==> src/rtl/ula_seq_exec.sv <==
// ---------------------------------------------------------------------------
// ula_seq_exec
//   Sequential ALU execution unit. Logic, arithmetic, compare and LUI ops
//   finish in one cycle. Every shift runs one bit per cycle.
//   Requests use a start/ready handshake. Results use a
//   result_valid/result_ready handshake, so the datapath can stall while a
//   long shift is in progress.
//
// Ports
//   clk           rising-edge clock
//   reset_n       asynchronous, active-low reset
//   start         request valid (only accepted while ready=1)
//   ready         unit can accept a request (IDLE only)
//   operation     4-bit ALU operation code
//   a             operand A; a[SHAMT_W-1:0] is the amount for SLLV/SRLV/SRAV
//   b             operand B; value shifted by every shift, source for LUI
//   shamt         immediate shift amount for SLL/SRL/SRA
//   result        registered result, held after the handoff
//   result_valid  result, zero and overflow are valid
//   result_ready  consumer accepts the result
//   zero          result == 0, registered with result
//   overflow      signed overflow for ADD/SUB, 0 for every other op
//
// WIDTH must be a power of two, at least 8. SHAMT_W must equal log2(WIDTH).
// ---------------------------------------------------------------------------
module ula_seq_exec #(
  parameter int WIDTH   = 32,
  parameter int SHAMT_W = 5
) (
  input  logic               clk,
  input  logic               reset_n,
  input  logic               start,
  output logic               ready,
  input  logic [3:0]         operation,
  input  logic [WIDTH-1:0]   a,
  input  logic [WIDTH-1:0]   b,
  input  logic [SHAMT_W-1:0] shamt,
  output logic [WIDTH-1:0]   result,
  output logic               result_valid,
  input  logic               result_ready,
  output logic               zero,
  output logic               overflow
);

  localparam logic [3:0] OP_AND  = 4'b0000;
  localparam logic [3:0] OP_OR   = 4'b0001;
  localparam logic [3:0] OP_ADD  = 4'b0010;
  localparam logic [3:0] OP_SLL  = 4'b0011;
  localparam logic [3:0] OP_SRA  = 4'b0100;
  localparam logic [3:0] OP_SRL  = 4'b0101;
  localparam logic [3:0] OP_SUB  = 4'b0110;
  localparam logic [3:0] OP_SLT  = 4'b0111;
  localparam logic [3:0] OP_SLTU = 4'b1000;
  localparam logic [3:0] OP_SRAV = 4'b1010;
  localparam logic [3:0] OP_LUI  = 4'b1011;
  localparam logic [3:0] OP_NOR  = 4'b1100;
  localparam logic [3:0] OP_XOR  = 4'b1101;
  localparam logic [3:0] OP_SLLV = 4'b1110;
  localparam logic [3:0] OP_SRLV = 4'b1111;

  localparam int                 MSB     = WIDTH - 1;
  localparam int                 HALF    = WIDTH / 2;
  localparam logic [SHAMT_W-1:0] CNT_ONE = SHAMT_W'(1);

  typedef enum logic [1:0] {
    S_IDLE  = 2'd0,
    S_SHIFT = 2'd1,
    S_DONE  = 2'd2
  } state_t;

  typedef enum logic [1:0] {
    SH_LL = 2'd0,
    SH_RL = 2'd1,
    SH_RA = 2'd2
  } shkind_t;

  // One-bit shift step used by the iterative shifter.
  function automatic logic [WIDTH-1:0] shift_one(input logic [WIDTH-1:0] v,
                                                 input shkind_t          k);
    case (k)
      SH_LL:   return {v[MSB-1:0], 1'b0};
      SH_RL:   return {1'b0, v[MSB:1]};
      default: return {v[MSB], v[MSB:1]};
    endcase
  endfunction

  state_t              r_state, w_state_nxt;
  logic [WIDTH-1:0]    r_result, w_result_nxt;
  logic                r_zero, w_zero_nxt;
  logic                r_ovf, w_ovf_nxt;
  logic [WIDTH-1:0]    r_acc, w_acc_nxt;
  logic [SHAMT_W-1:0]  r_cnt, w_cnt_nxt;
  shkind_t             r_kind, w_kind_nxt;

  logic signed [WIDTH-1:0] w_a_s;
  logic signed [WIDTH-1:0] w_b_s;
  logic [WIDTH-1:0]        w_sum;
  logic [WIDTH-1:0]        w_diff;
  logic [WIDTH-1:0]        w_alu;
  logic                    w_alu_ovf;
  logic                    w_is_shift;
  shkind_t                 w_kind;
  logic [SHAMT_W-1:0]      w_amt;
  logic [WIDTH-1:0]        w_shifted;

  assign w_a_s  = a;
  assign w_b_s  = b;
  assign w_sum  = a + b;
  assign w_diff = a - b;

  // Operation decode on the live inputs; only used on the accepting edge.
  always_comb begin
    w_alu      = a & b;
    w_alu_ovf  = 1'b0;
    w_is_shift = 1'b0;
    w_kind     = SH_LL;
    w_amt      = shamt;
    case (operation)
      OP_AND:  w_alu = a & b;
      OP_OR:   w_alu = a | b;
      OP_ADD: begin
        w_alu     = w_sum;
        w_alu_ovf = (a[MSB] == b[MSB]) && (w_sum[MSB] != a[MSB]);
      end
      OP_SUB: begin
        w_alu     = w_diff;
        w_alu_ovf = (a[MSB] != b[MSB]) && (w_diff[MSB] != a[MSB]);
      end
      OP_SLT:  w_alu = {{(WIDTH-1){1'b0}}, (w_a_s < w_b_s)};
      OP_SLTU: w_alu = {{(WIDTH-1){1'b0}}, (a < b)};
      OP_NOR:  w_alu = ~(a | b);
      OP_XOR:  w_alu = a ^ b;
      OP_LUI:  w_alu = {b[HALF-1:0], {HALF{1'b0}}};
      OP_SLL: begin
        w_is_shift = 1'b1;
        w_kind     = SH_LL;
      end
      OP_SRL: begin
        w_is_shift = 1'b1;
        w_kind     = SH_RL;
      end
      OP_SRA: begin
        w_is_shift = 1'b1;
        w_kind     = SH_RA;
      end
      OP_SLLV: begin
        w_is_shift = 1'b1;
        w_kind     = SH_LL;
        w_amt      = a[SHAMT_W-1:0];
      end
      OP_SRLV: begin
        w_is_shift = 1'b1;
        w_kind     = SH_RL;
        w_amt      = a[SHAMT_W-1:0];
      end
      OP_SRAV: begin
        w_is_shift = 1'b1;
        w_kind     = SH_RA;
        w_amt      = a[SHAMT_W-1:0];
      end
      // 1001 is unused and executes as AND.
      default: w_alu = a & b;
    endcase
  end

  assign w_shifted = shift_one(r_acc, r_kind);

  always_comb begin
    w_state_nxt  = r_state;
    w_result_nxt = r_result;
    w_zero_nxt   = r_zero;
    w_ovf_nxt    = r_ovf;
    w_acc_nxt    = r_acc;
    w_cnt_nxt    = r_cnt;
    w_kind_nxt   = r_kind;
    case (r_state)
      S_IDLE: begin
        if (start) begin
          if (!w_is_shift) begin
            w_result_nxt = w_alu;
            w_zero_nxt   = (w_alu == '0);
            w_ovf_nxt    = w_alu_ovf;
            w_state_nxt  = S_DONE;
          end else if (w_amt == '0) begin
            w_result_nxt = b;
            w_zero_nxt   = (b == '0);
            w_ovf_nxt    = 1'b0;
            w_state_nxt  = S_DONE;
          end else begin
            w_acc_nxt   = b;
            w_cnt_nxt   = w_amt;
            w_kind_nxt  = w_kind;
            w_state_nxt = S_SHIFT;
          end
        end
      end
      S_SHIFT: begin
        w_acc_nxt = w_shifted;
        w_cnt_nxt = r_cnt - CNT_ONE;
        // The last shift step and the move to DONE share one edge.
        if (r_cnt == CNT_ONE) begin
          w_result_nxt = w_shifted;
          w_zero_nxt   = (w_shifted == '0);
          w_ovf_nxt    = 1'b0;
          w_state_nxt  = S_DONE;
        end
      end
      S_DONE: begin
        if (result_ready) begin
          w_state_nxt = S_IDLE;
        end
      end
      default: w_state_nxt = S_IDLE;
    endcase
  end

  // Control and architecturally visible result registers.
  always_ff @(posedge clk or negedge reset_n) begin
    if (!reset_n) begin
      r_state  <= S_IDLE;
      r_result <= '0;
      r_zero   <= 1'b0;
      r_ovf    <= 1'b0;
    end else begin
      r_state  <= w_state_nxt;
      r_result <= w_result_nxt;
      r_zero   <= w_zero_nxt;
      r_ovf    <= w_ovf_nxt;
    end
  end

  // Shifter working registers; meaningless outside SHIFT, so no reset.
  always_ff @(posedge clk) begin
    r_acc  <= w_acc_nxt;
    r_cnt  <= w_cnt_nxt;
    r_kind <= w_kind_nxt;
  end

  assign ready        = (r_state == S_IDLE);
  assign result_valid = (r_state == S_DONE);
  assign result       = r_result;
  assign zero         = r_zero;
  assign overflow     = r_ovf;

endmodule

==> config.mk <==
export PLATFORM = sky130hd
export DESIGN_NAME = ula_seq_exec
export DESIGN_NICKNAME = d
export VERILOG_FILES = /design/src/rtl/ula_seq_exec.sv
export SDC_FILE = /design/constraint.sdc
export NUM_CORES = 1
export LEC_CHECK = 0
export CAP_MARGIN = 40
export CORE_MARGIN = 2
export CORE_UTILIZATION = 45
export CTS_CLUSTER_DIAMETER = 40
export DETAILED_ROUTE_END_ITERATION = 10
export PLACE_DENSITY = 0.66
export SETUP_SLACK_MARGIN = 0.2
export SLEW_MARGIN = 5
export SYNTH_ARGS = -nofsm -noshare
export SYNTH_HDL_FRONTEND = slang
export SYNTH_SLANG_ARGS = --single-unit
==> constraint.sdc <==
create_clock -name clk -period 3.4 [get_ports clk]
set_input_delay 1.02 -clock clk [delete_from_list [all_inputs] [get_ports clk]]
set_output_delay 1.02 -clock clk [all_outputs]
set_load 0.1 [all_outputs]
==> reports/qor.txt <==
Min cycle time layout: 4.30 ns
# Max-Cap Violations: 0
Synth Instances: 1514
Ant diodes: 0
Synth cell types: 91
Hold Crit Class: register to register
Clock Skew: 0.00530 ns
Row count: 56
Fmax: 0.232 GHz
Root buffer cell: clkbuf_16
Pleak: 8.69 nW
Number of global-route vias before repair: 15510
Clk_lat worst skew: 0.34 ns
Synth Register Bits: 75
Total Power: 0.00916 W
Number of nets in the layout: 2358
Clock Sinks: 75
# H-tree levels: 3
Async S/R FF share, synth: 48.0%
Initial Utilization: 46.1%
Worst path top cell family by delay: simple AND/OR/NAND/NOR gates
Crit path DAT: 4.57 ns
Post-DP HPWL: 44500 um
Largest net degree at the start of global routing: 45
Gr ovfl total: 0
Total Routing Usage GR: 44.9%
Seq/Total Area, Yosys: 19.0%
Post-synth top area share: 11.6%
CTS tree: built
Register area: 2070 um2
Worst hold stages: 1
Post-DR vias/cell: 6.48
Setup WS post-layout: -0.904 ns
Failing checks: negative setup slack
Num CTS Buffers: 9
Ports: 113
Area contributors post-synth: ha_1 12%, edfxtp_1 11%, dfrtp_1 8.3%
Final ANT Viol Nets: 0
Final Cycle Share: 127%
Die X: 160 um
First-pass GRT wire length: 89100 um
CP max stage delay: 0.52 ns
Number of fill cells: 1395
Max clock buf depth: 2
RePlAce Congestion: 1.07
Final Hold Fails: 0
Warnings, synthesis: 0
Cts hold-fix bufs: 0
Die Y: 160 um
Critical path fanouts, max: 3
Layout cells sized above 1: 50.2%
Status: finished, violations left
Mapped Avg Cell Area: 7.19 um2
Slew @ Worst Pin: 0.841 ns
Levels on crit path: 18
Setup violators final: 26
Area growth, synth to finish: 79.9%
Relative slew slack: 43.9%
Worst-path cell chain: buf_8, clkinvlp_4, ha_4, a211oi_2, buf_4, buf_4, o21ai_2, buf_4, a21oi_1, o311a_1, or3_4, a31oi_1, buf_4, nand4_1, nor4bb_2, nand4_1, or4_4, o22ai_2
Initial antenna violation count: 1
WP data required: 3.67 ns
Max-slew violation count: 0
Crit-path slowest cell: or4_4
R2R cell count: 14
Max IR drop VDD: 0.843 mV
Most frequent CP cell: buf_4
WP buf/inv: 6
Final WL: 61000 um
CTS clk-pin slew, worst paths: 0.06 ns
Post-synthesis net count: 1694
EDFF count, synth: 39
Multi-input logic area: 10000 um2
DR iter-0 viols: 2324
RSZ-0062 raised after global routing: true
Pwr Density: 468 nW/um2
Via count: 16219
Most area-hungry cell type in the Yosys netlist: ha_1
CP endpoint kind: register
Primary FF master, synth: edfxtp_1
WL per Instance: 24.4 um
Crit path launch type: input port
Mapped cell area: 10900 um2
I/O Buffers: 112
DP Area: 16400 um2
Die area: 25400 um2
Kind of critical path: input port to register
Fin area: 19600 um2
Core area: 23600 um2
DRC errors left: 0
Initial DRT Pass Iterations: 9
## routing by layer
layer	vias up	GRT usage [%]	part of all wire, %
li1	6947	-	-
met1	7553	58.0	37
met2	1358	70.9	43
met3	359	8.96	12
met4	2	23.3	7.0
met5	-	0	0.020
## area by class of cell
class                      instances  share of cell area, %
sequential                        75                   10.6
tap                              319                   2.04
multi-input combinational       1223                   51.1
clock inverter                     2                 0.0575
timing repair buffer             762                   32.6
clock buffer                      14                   1.30
inverter                         107                   2.29
## synthesized netlist by cell type (22+ instances only)
cell,instances
ha_1,101
o21ai_0,126
inv_1,104
a31oi_1,29
a21oi_1,128
dfrtp_1,36
nand2_1,176
nor4_1,26
nand3_1,31
nor3_1,31
clkbuf_1,72
edfxtp_1,39
o31ai_1,24
a21o_1,28
a211oi_1,22
nor2_1,125
## kinds of logic after synthesis
family | after synthesis | share of synthesized area, %
AOI/OAI and AO/OA | 568 | 34.8
and+or+nand+nor | 517 | 22.8
buffers and inverters | 216 | 8.07
adders and majority gates | 103 | 12.0
DFF | 75 | 19.0
muxes | 20 | 1.90
xor gates and xnor gates | 15 | 1.38
## repair_timing
item | in CTS | in global routing
gates resized for setup | 535 | 140
pin swaps | 149 | 98
cloned | 4 | 0
setup buffers | 80 | 27
setup endpoints to repair | 34 | 30
## cells in the final DEF, fill, tap and decap left out, types with 31 or more instances in the layout
| cell type | n |
|---|---|
| a21oi_2 | 31 |
| ha_4 | 34 |
| nor2_1 | 112 |
| inv_1 | 51 |
| dfrtp_1 | 36 |
| edfxtp_1 | 39 |
| a21oi_1 | 84 |
| o21ai_0 | 77 |
| buf_4 | 608 |
| buf_6 | 64 |
| o21ai_1 | 33 |
| ha_1 | 60 |
| nand2_1 | 163 |
| inv_2 | 41 |
## final timing paths
kind	start	end	slack [ns]
worst max-delay path	b[1]	zero	-0.90
worst min-delay path	result[0]	result[0]	0.49
worst max register to register	r_cnt[1]	zero	-0.54
worst min register to register	result[0]	result[0]	0.49
max in group asynchronous	reset_n	result[24]	2.08
min in group asynchronous	reset_n	result[3]	0.79
## stage by stage
stage                     setup slack, ns  utilization, %  cells  hold slack [ns]  TNS (ns)
after floorplan                    -0.772               -   1514            0.583     -3.33
after detailed placement            -1.95            69.4   2375            0.472    -39.05
after global placement              -1.89            69.4   2375            0.461    -37.15
final                              -0.904            82.9   2502            0.492    -11.26
after global routing               -0.955            82.9   2502            0.506    -12.74
after CTS                          -0.862            79.6   2475            0.487     -8.00
## state kept, by name (all words and copies together) (netlist names)
| signal | count |
|---|---|
| zero | 1 |
| r_state | 2 |
| r_kind | 2 |
| result | 32 |
| r_cnt | 5 |
| r_acc | 32 |
| overflow | 1 |
## report_power, final
part	internal, W	total, W	switching (W)	leakage (nW)
clock	0.000513	0.000873	0.000360	0.125
sequential	0.00140	0.00163	0.000230	0.814
combinational	0.00244	0.00666	0.00422	7.75
(Power assumes the default switching activity.)
